## src/rtl/decm_pkg.sv

```systemverilog
// Shared definitions for the decm decode stage: instruction classes,
// immediate formats, RV32I opcode and funct constants.
package decm_pkg;

    typedef enum logic [3:0] {
        ALU_REG = 4'd0,
        ALU_IMM = 4'd1,
        LOAD    = 4'd2,
        STORE   = 4'd3,
        BRANCH  = 4'd4,
        JAL     = 4'd5,
        JALR    = 4'd6,
        LUI     = 4'd7,
        AUIPC   = 4'd8,
        FENCE   = 4'd9,
        SYSTEM  = 4'd10,
        ILLEGAL = 4'd11
    } instr_class_t;

    typedef enum logic [2:0] {
        IMM_NONE = 3'd0,
        IMM_I    = 3'd1,
        IMM_S    = 3'd2,
        IMM_B    = 3'd3,
        IMM_U    = 3'd4,
        IMM_J    = 3'd5
    } imm_fmt_t;

    localparam logic [6:0] OPC_LOAD     = 7'b0000011;
    localparam logic [6:0] OPC_MISC_MEM = 7'b0001111;
    localparam logic [6:0] OPC_OP_IMM   = 7'b0010011;
    localparam logic [6:0] OPC_AUIPC    = 7'b0010111;
    localparam logic [6:0] OPC_STORE    = 7'b0100011;
    localparam logic [6:0] OPC_OP       = 7'b0110011;
    localparam logic [6:0] OPC_LUI      = 7'b0110111;
    localparam logic [6:0] OPC_BRANCH   = 7'b1100011;
    localparam logic [6:0] OPC_JALR     = 7'b1100111;
    localparam logic [6:0] OPC_JAL      = 7'b1101111;
    localparam logic [6:0] OPC_SYSTEM   = 7'b1110011;

    localparam logic [2:0] F3_ADD_SUB = 3'b000;
    localparam logic [2:0] F3_SLL     = 3'b001;
    localparam logic [2:0] F3_SLT     = 3'b010;
    localparam logic [2:0] F3_SLTU    = 3'b011;
    localparam logic [2:0] F3_XOR     = 3'b100;
    localparam logic [2:0] F3_SRL_SRA = 3'b101;
    localparam logic [2:0] F3_OR      = 3'b110;
    localparam logic [2:0] F3_AND     = 3'b111;

    localparam logic [2:0] F3_BEQ  = 3'b000;
    localparam logic [2:0] F3_BNE  = 3'b001;
    localparam logic [2:0] F3_BLT  = 3'b100;
    localparam logic [2:0] F3_BGE  = 3'b101;
    localparam logic [2:0] F3_BLTU = 3'b110;
    localparam logic [2:0] F3_BGEU = 3'b111;

    localparam logic [2:0] F3_LB  = 3'b000;
    localparam logic [2:0] F3_LH  = 3'b001;
    localparam logic [2:0] F3_LW  = 3'b010;
    localparam logic [2:0] F3_LBU = 3'b100;
    localparam logic [2:0] F3_LHU = 3'b101;

    localparam logic [2:0] F3_SB = 3'b000;
    localparam logic [2:0] F3_SH = 3'b001;
    localparam logic [2:0] F3_SW = 3'b010;

    localparam logic [2:0] F3_JALR  = 3'b000;
    localparam logic [2:0] F3_FENCE = 3'b000;

    localparam logic [6:0] F7_BASE = 7'b0000000;
    localparam logic [6:0] F7_ALT  = 7'b0100000;

    // ECALL / EBREAK encodings of instr[31:7]
    localparam logic [24:0] SYS_ECALL  = 25'h0000000;
    localparam logic [24:0] SYS_EBREAK = 25'h0002000;

    // Classes that produce a result in rd
    function automatic logic class_writes_rd(instr_class_t c);
        return (c == ALU_REG) || (c == ALU_IMM) || (c == LOAD) || (c == JAL) ||
               (c == JALR) || (c == LUI) || (c == AUIPC);
    endfunction

endpackage

```

## src/rtl/decm_imm.sv

```systemverilog
// Combinational RV32I immediate generator: selects and sign-extends the
// immediate of an instruction word according to the requested format.
module decm_imm
    import decm_pkg::*;
(
    input  logic [31:0] instr,
    input  logic [2:0]  fmt,
    output logic [31:0] imm
);

    // Opcode bits never contribute to an immediate
    logic unused_opc;
    assign unused_opc = ^instr[6:0];

    // Format-dependent field gather with sign extension from instr[31]
    always_comb begin
        imm = 32'h0;
        case (fmt)
            IMM_I: imm = {{20{instr[31]}}, instr[31:20]};
            IMM_S: imm = {{20{instr[31]}}, instr[31:25], instr[11:7]};
            IMM_B: imm = {{19{instr[31]}}, instr[31], instr[7], instr[30:25], instr[11:8], 1'b0};
            IMM_U: imm = {instr[31:12], 12'h000};
            IMM_J: imm = {{11{instr[31]}}, instr[31], instr[19:12], instr[20], instr[30:21], 1'b0};
            default: imm = 32'h0;
        endcase
    end

endmodule

```

## src/rtl/decm.sv

```systemverilog
// decm: RV32I decode stage between fetch and execute.
// One output register stage with valid/ready handshake; drives the
// register-file read ports (1-cycle synchronous read) so operands line up
// with the registered bundle, including replay during stalls.
// Optional feature: define DECM_WRITEBACK_BYPASS_EN to forward a writeback
// landing on the same edge as the register-file read.
module decm
    import decm_pkg::*;
#(
    parameter logic [31:0] RESET_PC = 32'h0000_0000
) (
    input  logic        clk_i,
    input  logic        rst_ni,
    input  logic        input_valid_i,
    output logic        input_ready_o,
    input  logic [31:0] instr_i,
    input  logic [31:0] pc_i,
    input  logic        flush_i,
    output logic [4:0]  raddr1_o,
    output logic [4:0]  raddr2_o,
    input  logic [31:0] rdata1_i,
    input  logic [31:0] rdata2_i,
    input  logic        wb_write_i,
    input  logic [4:0]  wb_waddr_i,
    input  logic [31:0] wb_wdata_i,
    output logic        output_valid_o,
    input  logic        output_ready_i,
    output logic [31:0] pc_o,
    output logic [3:0]  instr_class_o,
    output logic [2:0]  alu_func3_o,
    output logic        alu_alt_o,
    output logic [31:0] imm_o,
    output logic [31:0] rs1_data_o,
    output logic [31:0] rs2_data_o,
    output logic        rd_write_o,
    output logic [4:0]  rd_addr_o,
    output logic        illegal_o
);

    logic [6:0] opc;
    logic [2:0] f3;
    logic [6:0] f7;
    logic [4:0] rd_f;
    logic [4:0] rs1_f;
    logic [4:0] rs2_f;

    assign opc   = instr_i[6:0];
    assign rd_f  = instr_i[11:7];
    assign f3    = instr_i[14:12];
    assign rs1_f = instr_i[19:15];
    assign rs2_f = instr_i[24:20];
    assign f7    = instr_i[31:25];

    instr_class_t dec_cls;
    imm_fmt_t     dec_fmt;
    logic         dec_alt;
    logic         dec_use_rs1;
    logic         dec_use_rs2;
    logic         dec_wr;
    logic [31:0]  dec_imm;

    logic         vld_p0;
    logic         xfer_in;
    logic         xfer_out;

    instr_class_t cls_p0;
    logic [31:0]  pc_p0;
    logic [2:0]   f3_p0;
    logic         alt_p0;
    logic [31:0]  imm_p0;
    logic         rd_write_p0;
    logic [4:0]   rd_addr_p0;
    logic [4:0]   rs1_p0;
    logic [4:0]   rs2_p0;
    logic         use_rs1_p0;
    logic         use_rs2_p0;

    logic [31:0]  rs1_src;
    logic [31:0]  rs2_src;

    // Handshake: flush blocks acceptance; reset holds the read ports at x0
    assign input_ready_o = rst_ni & ~flush_i & (~vld_p0 | output_ready_i);
    assign xfer_in       = input_valid_i & input_ready_o;
    assign xfer_out      = vld_p0 & output_ready_i;

    // Read addresses: new instruction on accept, otherwise replay the held one
    assign raddr1_o = xfer_in ? rs1_f : rs1_p0;
    assign raddr2_o = xfer_in ? rs2_f : rs2_p0;

    // Opcode/funct decode; any unsupported encoding collapses to ILLEGAL
    always_comb begin
        dec_cls     = ILLEGAL;
        dec_fmt     = IMM_NONE;
        dec_alt     = 1'b0;
        dec_use_rs1 = 1'b0;
        dec_use_rs2 = 1'b0;
        case (opc)
            OPC_OP: begin
                if (f7 == F7_BASE || (f7 == F7_ALT && (f3 == F3_ADD_SUB || f3 == F3_SRL_SRA))) begin
                    dec_cls     = ALU_REG;
                    dec_alt     = instr_i[30];
                    dec_use_rs1 = 1'b1;
                    dec_use_rs2 = 1'b1;
                end
            end
            OPC_OP_IMM: begin
                if ((f3 != F3_SLL || f7 == F7_BASE) &&
                    (f3 != F3_SRL_SRA || f7 == F7_BASE || f7 == F7_ALT)) begin
                    dec_cls     = ALU_IMM;
                    dec_fmt     = IMM_I;
                    dec_alt     = (f3 == F3_SLL || f3 == F3_SRL_SRA) ? instr_i[30] : 1'b0;
                    dec_use_rs1 = 1'b1;
                end
            end
            OPC_LOAD: begin
                if (f3 == F3_LB || f3 == F3_LH || f3 == F3_LW || f3 == F3_LBU || f3 == F3_LHU) begin
                    dec_cls     = LOAD;
                    dec_fmt     = IMM_I;
                    dec_use_rs1 = 1'b1;
                end
            end
            OPC_STORE: begin
                if (f3 == F3_SB || f3 == F3_SH || f3 == F3_SW) begin
                    dec_cls     = STORE;
                    dec_fmt     = IMM_S;
                    dec_use_rs1 = 1'b1;
                    dec_use_rs2 = 1'b1;
                end
            end
            OPC_BRANCH: begin
                if (f3 == F3_BEQ || f3 == F3_BNE || f3 == F3_BLT || f3 == F3_BGE ||
                    f3 == F3_BLTU || f3 == F3_BGEU) begin
                    dec_cls     = BRANCH;
                    dec_fmt     = IMM_B;
                    dec_use_rs1 = 1'b1;
                    dec_use_rs2 = 1'b1;
                end
            end
            OPC_JAL: begin
                dec_cls = JAL;
                dec_fmt = IMM_J;
            end
            OPC_JALR: begin
                if (f3 == F3_JALR) begin
                    dec_cls     = JALR;
                    dec_fmt     = IMM_I;
                    dec_use_rs1 = 1'b1;
                end
            end
            OPC_LUI: begin
                dec_cls = LUI;
                dec_fmt = IMM_U;
            end
            OPC_AUIPC: begin
                dec_cls = AUIPC;
                dec_fmt = IMM_U;
            end
            OPC_MISC_MEM: begin
                if (f3 == F3_FENCE) begin
                    dec_cls     = FENCE;
                    dec_fmt     = IMM_I;
                    dec_use_rs1 = 1'b1;
                end
            end
            OPC_SYSTEM: begin
                if (instr_i[31:7] == SYS_ECALL || instr_i[31:7] == SYS_EBREAK) begin
                    dec_cls = SYSTEM;
                    dec_fmt = IMM_I;
                end
            end
            default: dec_cls = ILLEGAL;
        endcase
    end

    assign dec_wr = class_writes_rd(dec_cls);

    decm_imm u_imm (
        .instr (instr_i),
        .fmt   (dec_fmt),
        .imm   (dec_imm)
    );

    // ---- stage p0: decoded bundle register ----

    // Output valid: flush wins, then accept, then drain
    always_ff @(posedge clk_i or negedge rst_ni) begin
        if (!rst_ni) begin
            vld_p0 <= 1'b0;
        end else if (flush_i) begin
            vld_p0 <= 1'b0;
        end else if (xfer_in) begin
            vld_p0 <= 1'b1;
        end else if (xfer_out) begin
            vld_p0 <= 1'b0;
        end
    end

    // Bundle capture on accept; held unchanged through stalls
    always_ff @(posedge clk_i or negedge rst_ni) begin
        if (!rst_ni) begin
            cls_p0      <= ALU_REG;
            pc_p0       <= RESET_PC;
            f3_p0       <= 3'b000;
            alt_p0      <= 1'b0;
            imm_p0      <= 32'h0;
            rd_write_p0 <= 1'b0;
            rd_addr_p0  <= 5'd0;
            rs1_p0      <= 5'd0;
            rs2_p0      <= 5'd0;
            use_rs1_p0  <= 1'b0;
            use_rs2_p0  <= 1'b0;
        end else if (xfer_in) begin
            cls_p0      <= dec_cls;
            pc_p0       <= pc_i;
            f3_p0       <= f3;
            alt_p0      <= dec_alt;
            imm_p0      <= dec_imm;
            rd_write_p0 <= dec_wr && (rd_f != 5'd0);
            rd_addr_p0  <= dec_wr ? rd_f : 5'd0;
            rs1_p0      <= rs1_f;
            rs2_p0      <= rs2_f;
            use_rs1_p0  <= dec_use_rs1;
            use_rs2_p0  <= dec_use_rs2;
        end
    end

`ifdef DECM_WRITEBACK_BYPASS_EN
    logic        hit1_p0;
    logic        hit2_p0;
    logic [31:0] wdata_p0;

    // Capture a writeback that lands on the same edge the register file samples
    always_ff @(posedge clk_i or negedge rst_ni) begin
        if (!rst_ni) begin
            hit1_p0  <= 1'b0;
            hit2_p0  <= 1'b0;
            wdata_p0 <= 32'h0;
        end else begin
            hit1_p0  <= wb_write_i && (wb_waddr_i == raddr1_o) && (raddr1_o != 5'd0);
            hit2_p0  <= wb_write_i && (wb_waddr_i == raddr2_o) && (raddr2_o != 5'd0);
            wdata_p0 <= wb_wdata_i;
        end
    end

    assign rs1_src = hit1_p0 ? wdata_p0 : rdata1_i;
    assign rs2_src = hit2_p0 ? wdata_p0 : rdata2_i;
`else
    logic unused_wb;
    assign unused_wb = ^{wb_write_i, wb_waddr_i, wb_wdata_i};

    assign rs1_src = rdata1_i;
    assign rs2_src = rdata2_i;
`endif

    // Operands: x0 and unused source fields read as zero
    assign rs1_data_o = (use_rs1_p0 && rs1_p0 != 5'd0) ? rs1_src : 32'h0;
    assign rs2_data_o = (use_rs2_p0 && rs2_p0 != 5'd0) ? rs2_src : 32'h0;

    assign output_valid_o = vld_p0;
    assign pc_o           = pc_p0;
    assign instr_class_o  = cls_p0;
    assign alu_func3_o    = f3_p0;
    assign alu_alt_o      = alt_p0;
    assign imm_o          = imm_p0;
    assign rd_write_o     = rd_write_p0;
    assign rd_addr_o      = rd_addr_p0;
    assign illegal_o      = (cls_p0 == ILLEGAL);

endmodule

```

## config.mk

```make
export PLATFORM = sky130hd
export DESIGN_NAME = decm
export DESIGN_NICKNAME = d
export VERILOG_FILES = /design/src/rtl/decm_pkg.sv /design/src/rtl/decm_imm.sv /design/src/rtl/decm.sv
export SDC_FILE = /design/constraint.sdc
export NUM_CORES = 1
export LEC_CHECK = 0
export ABC_CLOCK_PERIOD_IN_PS = 4100
export BUFFER_PORTS_ARGS = -buffer_cell sky130_fd_sc_hd__buf_2
export CORE_ASPECT_RATIO = 0.8
export CORE_MARGIN = 5
export CORE_UTILIZATION = 40
export DETAILED_ROUTE_END_ITERATION = 8
export GPL_TIMING_DRIVEN = 1
export HOLD_SLACK_MARGIN = 0.1
export PLACE_DENSITY = 0.86
export RECOVER_POWER = 100
export SYNTH_ARGS = -nofsm -noshare
export SYNTH_HDL_FRONTEND = slang
export SYNTH_HIERARCHICAL = 1
export SYNTH_SLANG_ARGS = --single-unit
```

## constraint.sdc

```tcl
create_clock -name clk_i -period 4.1 [get_ports clk_i]
set_input_delay 0.41 -clock clk_i [delete_from_list [all_inputs] [get_ports clk_i]]
set_output_delay 0.41 -clock clk_i [all_outputs]
set_load 0.03 [all_outputs]
```

After elaboration in Yosys (flattened, before gate mapping)
Index checks and enable logic that the tools add are counted.
W data, S select, Z words.
{"block": "word_totals", "reg_bits": 91, "in_bits": 171, "out_inout_bits": 155}
{"block": "op_classes", "eq_ne": 33, "mux": 37, "n_bitwise": 7, "n_reduce_logical": 36}
{"operator": "$pmux W32 S5", "n": 1}
{"operator": "$mux W32", "n": 2}
{"operator": "$pmux W4 S11", "n": 1}
{"operator": "$eq A7 B6 Y1 const B", "n": 4}
{"operator": "$eq A7 B7 Y1 const B", "n": 4}
{"operator": "$eq A25 B14 Y1 const B", "n": 1}
{"operator": "$logic_not A25 Y1", "n": 1}
{"operator": "$mux W4", "n": 6}
{"operator": "$pmux W3 S8", "n": 1}
{"operator": "$logic_or A1 B1 Y1", "n": 21}
{"operator": "$eq A3 B3 Y1 const B", "n": 6}
{"operator": "$mux W1", "n": 17}
{"operator": "$mux W5", "n": 3}
{"operator": "$reduce_bool A5 Y1", "n": 3}
{"operator": "$eq A7 B5 Y1 const B", "n": 2}
{"operator": "$eq A4 B3 Y1 const B", "n": 3}
{"operator": "$eq A3 B2 Y1 const B", "n": 3}
{"operator": "$eq A4 B4 Y1 const B", "n": 2}
{"operator": "$eq A7 B2 Y1 const B", "n": 1}
{"operator": "$eq A7 B4 Y1 const B", "n": 1}
{"operator": "$logic_not A7 Y1", "n": 1}
{"operator": "$eq A3 B1 Y1 const B", "n": 2}
{"operator": "$mux W2", "n": 3}
{"operator": "$pmux W1 S6", "n": 1}
{"operator": "14 further kinds", "n": 23}

Depth between registers and ports, before layout
Gate-level depths: netlist (run 1).
{"block": "logic_depth", "word_depth": 16, "ltp_mapped": 12}

By module
Netlist (run 1), hierarchy kept.
{"module": "decm", "instances": 1, "cells_per_inst": 557, "area_per_inst_um2": 4628.2, "seq_area_each_um2": 2277.2}
{"module": "decm_imm", "instances": 1, "cells_per_inst": 70, "area_per_inst_um2": 531.8, "seq_area_each_um2": 0.0}

Worst setup path before layout (run 1)
OpenSTA, ideal clock, no wires.
{"block": "synth_timing", "path_type": "flip-flop to output port", "from": "reg vld_p0 (netlist: output_valid_o)", "to": "out raddr1_o[0]", "t_arrival_ns": 2.041, "slack_ns": 1.649, "path_stages_with_launch": 8, "path_cell_list": "dfrtp_1 -> nand2b_1 -> and3b_1 -> and2_2 -> clkbuf_1 -> clkbuf_1 -> nand2_1 -> nand2_1"}
{"block": "synth_between", "elab_chain_cells": 5}
{"item": "start: declaration", "line_no": "decm.sv:62", "text": "logic vld_p0;"}
{"item": "start signal: assignment", "line_no": "decm.sv:188", "text": "vld_p0 <= 1'b0;"}
{"item": "start signal: assignment", "line_no": "decm.sv:190", "text": "vld_p0 <= 1'b0;"}
{"item": "start signal: assignment", "line_no": "decm.sv:192", "text": "vld_p0 <= 1'b1;"}
{"item": "$not A1 Y1", "line_no": "decm.sv:82", "text": "assign input_ready_o = rst_ni & ~flush_i & (~vld_p0 | output_ready_i);"}
{"item": "$or A1 B1 Y1", "line_no": "decm.sv:82"}
{"item": "$and A1 B1 Y1", "line_no": "decm.sv:82"}
{"item": "via input_ready_o", "line_no": "decm.sv:15", "text": "output logic input_ready_o,"}
{"item": "$and A1 B1 Y1", "line_no": "decm.sv:83", "text": "assign xfer_in = input_valid_i & input_ready_o;"}
{"item": "$mux W5"}
{"item": "end: declaration", "line_no": "decm.sv:19", "text": "output logic [4:0] raddr1_o,"}
The timed path passes the listed nets, and every way through them passes these cells.

Final worst setup path (run 1)
{"block": "layout_timing", "from": "in rst_ni", "to": "out raddr2_o[3]"}
{"block": "layout_between", "elab_chain_cells": 4}
{"item": "start: declaration", "line_no": "decm.sv:13", "text": "input logic rst_ni,"}
{"item": "$and A1 B1 Y1 (2 in series)", "line_no": "decm.sv:82"}
{"item": "$and A1 B1 Y1", "line_no": "decm.sv:83"}
{"item": "$mux W5"}
{"item": "end: declaration", "line_no": "decm.sv:20", "text": "output logic [4:0] raddr2_o,"}
No other way between the ends.

==> reports/qor.yml, run 1 <==
synthesis:
  yosysTopAreaCell: "dfrtp_1"
  ys_seq_area_share_pct: 44.1
  yosys_most_used_dff: "dfrtp_1"
  ys_ff_latch: 91
  ys_top_cells_by_count: "240 x nand2_1, 91 x dfrtp_1, 64 x and2_1"
  synth.distinct_cells: 71
  synth_most_common_cell: "nand2_1"
  synth_top_cell_area_share_pct: 44.1
  ys.warnings.count: 6
  synth-edff-count: 0
  synth_area_leaders: "dfrtp_1 44%, nand2_1 17%, and2_1 7.8%, nand4bb_1 2.8%, clkbuf_1 2.0%"
  synth_nets: 798
  async_flop_share_pct: 100
  synth.avg_cell_area_um2: 8.23
  synth_area_um2: 5160
  syn_inst: 627
timing:
  setup_viol: 0
  finalClockSkew_ns: 0.00519
  fin_crit_sh_pct: 83.7
  fin_crit_ns: 3.43
  clock.fmax_mhz: 291
  hold_viol: 0
  layout_setup_ws_ns: 0.667
  slew_headroom_pct: 7.17
  worst_pin_slew_ns: 1.39
  rsz0062_at_grt: "no"
  drv_slew: 0
  setup_tns_ns: 0
die:
  fp-row-count: 37
  ioPinCount: 326
  core-area_um2: 12700
  die_x_um: 137
  fp.dieArea_um2: 15300
  start_util_pct: 40.5
  die_h_um: 112
setup_path:
  endpoint_kind: "output port"
  reg2regPathDepth: 6
  startpoint_type: "primary input"
  crit_arrival_ns: 3.02
  worstSetupStartpoint: "rst_ni"
  path_class: "in2out"
  worstReg2RegStart: "output_valid_o"
  required_ns: 3.69
  crit_fanout: 59
clocking:
  cts_buffers: 9
  cts.sink_count: 91
  clock_latency_ns: 0.34
  cts_tree: "yes"
  cts-root-buf: "clkbuf_16"
  clkSlewWorstSetupHoldPaths_ns: 0.07
  clockBufferDepth: 2
  cts_resized: 0
  htreeDepth: 3
power:
  leakagePower_nw: 3.46
  p_seq_share_pct: 37.8
  power_density_nw_per_um2: 408
  pwr-share-clk_pct: 29.1
  total_power_w: 0.00277
  swShare_pct: 40.4
  irDropWorstVdd_uv: 287
  p_int_w: 0.00165
  power.share.combinational_pct: 33.1
  p_sw_w: 0.00112
placement:
  pre_cts_ws_ns: 0.931
  place_congestion: 0.880
  dp_hpwl_um: 14200
  placed_cells: 1055
  portBuffers: 287
route:
  drtIter0Drc: 337
  via_count: 5450
  drc: 0
  vias_per_cell: 5.08
  antenna_left: 0
  avgRoutedWirePerCell_um: 17.1
  totalWireLength_um: 18400
  drt_pass1_iterations: 5
cells_and_area:
  nets: 1063
  regArea_um2: 2280
  final_layout_size_suffix_gt1_share_pct: 22.6
  syn_to_final_growth_pct: 31.5
  multi_input_area_um2: 2630
  nFillCells: 1276
  num_antenna_cells: 0
  finalNonFillerCells: 1072
status:
  status: "complete, no violations"
min_path:
  min_from: "pc_i[21]"
  whs_path_depth: 3
  holdCritPathClass: "in2reg"
global_route:
  use_met2_pct: 35.3
  track_usage_pct: 23.6
  grt_start_max_net_pins: 60
  grt.overflow.total: 0
  antenna_found_initial: 1
  globalRouteMet3Util_pct: 7.72
  top_usage_layer: "met2"
  grtUsageMet1_pct: 31.6
  grt_pass1_vias: 5243
  grt_pass1_wl_um: 28200
job:
  max_cap_viol_count: 0
cell families after synthesis:
kind of cell | synth area share, %
compound gates | 10.8
xor+xnor | 0.170
buf+inv | 4.83
flops | 44.1
mux | 0.194
simple gates | 39.9
routing by layer:
layer	routed length, um	vias up
met4	731	2
met2	7970	276
met1	7760	2517
li1	-	2612
met3	1890	43
met5	7	-
critical path, cell delays in order:
cell and delay, ns:
dlygate4sd3_1 0.53, buf_4 0.29, nand4b_1 0.18, clkbuf_2 0.93, nand2_1 0.14, nand2_1 0.15, clkbuf_1 0.34
layout make-up:
class	count	share of cell area (%)
Clock inverter	6	0.774
Tap cell	175	3.23
Multi-Input combinational cell	483	38.7
Clock buffer	10	3.37
Inverter	11	0.608
Timing Repair Buffer	296	19.7
Sequential cell	91	33.5
placed cells by master, fill, tap and decap left out, drive strengths merged, types with 7 or more instances in the layout:
cell / netlist / layout
nand2: 240 / 240
buf: 13 / 170
clkbuf: 29 / 135
dfrtp: 91 / 91
and2: 65 / 65
nor2: 18 / 18
nand3: 15 / 15
inv: 10 / 15
nand4bb: 13 / 13
a21oi: 10 / 10
nor3: 10 / 10
o2bb2ai: 9 / 9
o21ai: 9 / 9
o31ai: 8 / 8
nand2b: 7 / 7
a32oi: 7 / 7
power by group through the flow:
stage               Combinational, W  Clock (W)  Sequential [W]
floorplan                   0.000465          0         0.00121
global placement            0.000956          0         0.00106
detailed placement          0.000965          0         0.00106
CTS                         0.000968   0.000829         0.00104
global route                0.000990   0.000866         0.00106
finish                      0.000918   0.000805         0.00105
sequential cells by signal, indices dropped and copies added (netlist names):
register        cells
imm_o              32
rd_addr_o           5
instr_class_o       4
alu_alt_o           1
pc_o               32
output_valid_o      1
rd_write_o          1
rs1_p0              5
alu_func3_o         3
use_rs2_p0          1
use_rs1_p0          1
rs2_p0              5
what timing repair did:
item | CTS | global route
hold buffers | 1 | 0
setup endpoints to repair | 0 | 0
buffers inserted | 0 | 0
endpoints found under the hold margin | 38 | 0
stage by stage:
step | cell area [um2] | util, % | hold slack, ns
global route | 6790 | 53.3 | 0.238
global placement | 6680 | 52.4 | 0.413
CTS | 6970 | 54.7 | 0.234
detailed placement | 6680 | 52.4 | 0.409
finish | 6790 | 53.3 | 0.246
floorplan | 5160 | - | 0.114
final timing paths:
kind / to / slack, ns
worst max-delay path: raddr2_o[3] / 0.67
max in group asynchronous: rs1_p0[3] / 1.89
worst min register to register: alu_func3_o[0] / 0.48
worst min-delay path: pc_o[21] / 0.25
worst max register to register: pc_o[15] / 1.48
min in group asynchronous: alu_func3_o[0] / 0.56
Note: power is estimated with default switching activity, not from simulation.
==> run 2: changes to the inputs <==
--- a/config.mk
+++ b/config.mk
@@ -5,7 +5,7 @@
 export SDC_FILE = /design/constraint.sdc
 export NUM_CORES = 1
 export LEC_CHECK = 0
-export ABC_CLOCK_PERIOD_IN_PS = 4100
+export ABC_CLOCK_PERIOD_IN_PS = 3200
 export BUFFER_PORTS_ARGS = -buffer_cell sky130_fd_sc_hd__buf_2
 export CORE_ASPECT_RATIO = 0.8
 export CORE_MARGIN = 5
==> constraint.sdc (replaced) <==
create_clock -name clk_i -period 3.2 [get_ports clk_i]
set_input_delay 0.32 -clock clk_i [delete_from_list [all_inputs] [get_ports clk_i]]
set_output_delay 0.32 -clock clk_i [all_outputs]
set_load 0.03 [all_outputs]
==> reports/qor.yml, run 2 (synthesis gave the netlist of run 1 again) <==
status:
  status: "complete, no violations"
setup_path:
  critical_path.max_stage_delay_ns: 0.64
  required_ns: 2.88
  crit_fanout: 38
  crit_arrival_ns: 2.48
  cpMaxStageDelayCell: "and2_2"
  path_cells: "dlygate4sd3_1, clkbuf_1, and3b_1, and2_2, nand2_1, nand2_1, clkbuf_1"
  reg2regPathDepth: 6
  worstReg2RegEnd: "pc_o[15]"
  r2r_slack_ns: 0.96
  startpoint_type: "primary input"
  endpoint_kind: "output port"
  path_class: "in2out"
  worstReg2RegStart: "output_valid_o"
clocking:
  cts.sink_count: 91
  cts_tree: "yes"
  clock_latency_ns: 0.35
  cts-root-buf: "clkbuf_16"
  htreeDepth: 3
  cts_buffers: 9
  clkSlewWorstSetupHoldPaths_ns: 0.08
  clockBufferDepth: 2
  post_cts_buffers: 0
power:
  p_seq_share_pct: 37.3
  p_sw_w: 0.00146
  power_density_nw_per_um2: 524
  power.share.combinational_pct: 32.8
  swShare_pct: 40.6
  p_int_w: 0.00213
  pwr-share-clk_pct: 29.9
  irDropWorstVdd_uv: 313
  leakagePower_nw: 3.49
die:
  die_x_um: 137
  fp.dieArea_um2: 15300
  fp-row-count: 37
  ioPinCount: 326
  start_util_pct: 40.5
  die_h_um: 112
  core-area_um2: 12700
timing:
  setup_tns_ns: 0
  hold_slack_ns: 0.156
  hold_viol: 0
  clock.fmax_mhz: 357
  fin_crit_sh_pct: 87.6
  setup_viol: 0
  slew_headroom_pct: 12.9
  finalClockSkew_ns: 0.00571
  fin_crit_ns: 2.80
  rsz0062_at_grt: "no"
  layout_setup_ws_ns: 0.397
  worst_pin_slew_ns: 1.31
  drv_slew: 0
cells_and_area:
  nets: 1070
  fin_area_um2: 6850
  syn_to_final_growth_pct: 32.8
  final_layout_size_suffix_gt1_share_pct: 22.9
  num_antenna_cells: 0
  layout_commonest_cell: "nand2_1"
  final_cell_mix: "240 x nand2_1, 165 x buf_2, 127 x clkbuf_1"
  utilization_pct: 53.8
placement:
  portBuffers: 287
  pre_cts_ws_ns: 0.407
  dp_hpwl_um: 14400
  place_congestion: 0.909
  place_area_um2: 6730
route:
  wirelength_met1_um: 7780
  drc: 0
  drtIter0Drc: 355
  wl_met2_um: 8400
  avgRoutedWirePerCell_um: 17.0
  highest-signal-layer: "met5"
  vias_per_cell: 5.06
  dr_wl_met3_um: 1910
  via_count: 5462
  totalWireLength_um: 18300
  drt_pass1_iterations: 5
  antenna_left: 0
global_route:
  grt.overflow.total: 0
  track_usage_pct: 23.1
  grt_pass1_vias: 5150
  grt_start_max_net_pins: 53
  antenna_found_initial: 2
  grt_pass1_wl_um: 27900
min_path:
  min_from: "pc_i[24]"
  whs_path_depth: 3
  min_to: "pc_o[24]"
  holdCritPathClass: "in2reg"
job:
  max_cap_viol_count: 0
[run 2: cell count changes in the layout (fill, tap and decap cells not counted), moves of 2 or more]
cell      delta
buf_4        +5
inv_8        +2
and2_1       +2
clkinv_8     +2
clkbuf_1     +3
buf_2        -2
and2_0       -2
inv_6        -3
[run 2: cell type report]
cell class	count	area (um2)
clock buffer	9	225
clock inverter	7	80.1
fill	1240	5880
inverter	11	41.3
multi-input combinational	483	2630
sequential	91	2280
tap	175	219
timing repair buffer	303	1380
[run 2: repair_timing]
item	CTS	global route
hold endpoints to repair	39	0
gates resized for setup	0	0
hold buffers	1	0
[run 2: worst max path at each step]
stage | from | end | slack, ns | cells past startpoint
floorplan | output_valid_o | raddr1_o[0] | 0.84 | 7
global placement | instr_i[26] | imm_o[3] | 0.46 | 11
detailed placement | instr_i[26] | imm_o[3] | 0.41 | 11
CTS | rst_ni | raddr1_o[0] | 0.59 | 7
global route | rst_ni | raddr1_o[0] | 0.26 | 7
finish | rst_ni | raddr1_o[0] | 0.40 | 7
[run 2: power groups by stage]
stage,Combinational [W],Clock [W],Sequential [W]
after floorplan,0.000595,0,0.00155
after global placement,0.00123,0,0.00135
after detailed placement,0.00124,0,0.00135
after CTS,0.00124,0.00110,0.00134
after global routing,0.00127,0.00115,0.00135
final,0.00118,0.00107,0.00134
[run 2: per-stage QoR]
step                std cells  total power, W
global route             1079         0.00377
global placement         1062         0.00258
CTS                      1079         0.00368
floorplan                 627         0.00214
detailed placement       1062         0.00260
finish                   1079         0.00359
[run 2: metal layers]
metal  GRT usage [%]  vias to the layer above
met3            7.45                       19
met4            4.19                        4
met5               0                        -
met1            31.6                     2527
met2            36.4                      272
li1                -                     2640
[run 2: critical path, delay by kind of cell]
kind | cells | cell delay, ns
buf+inv | 3 | 1.03
simple gates | 4 | 1.10
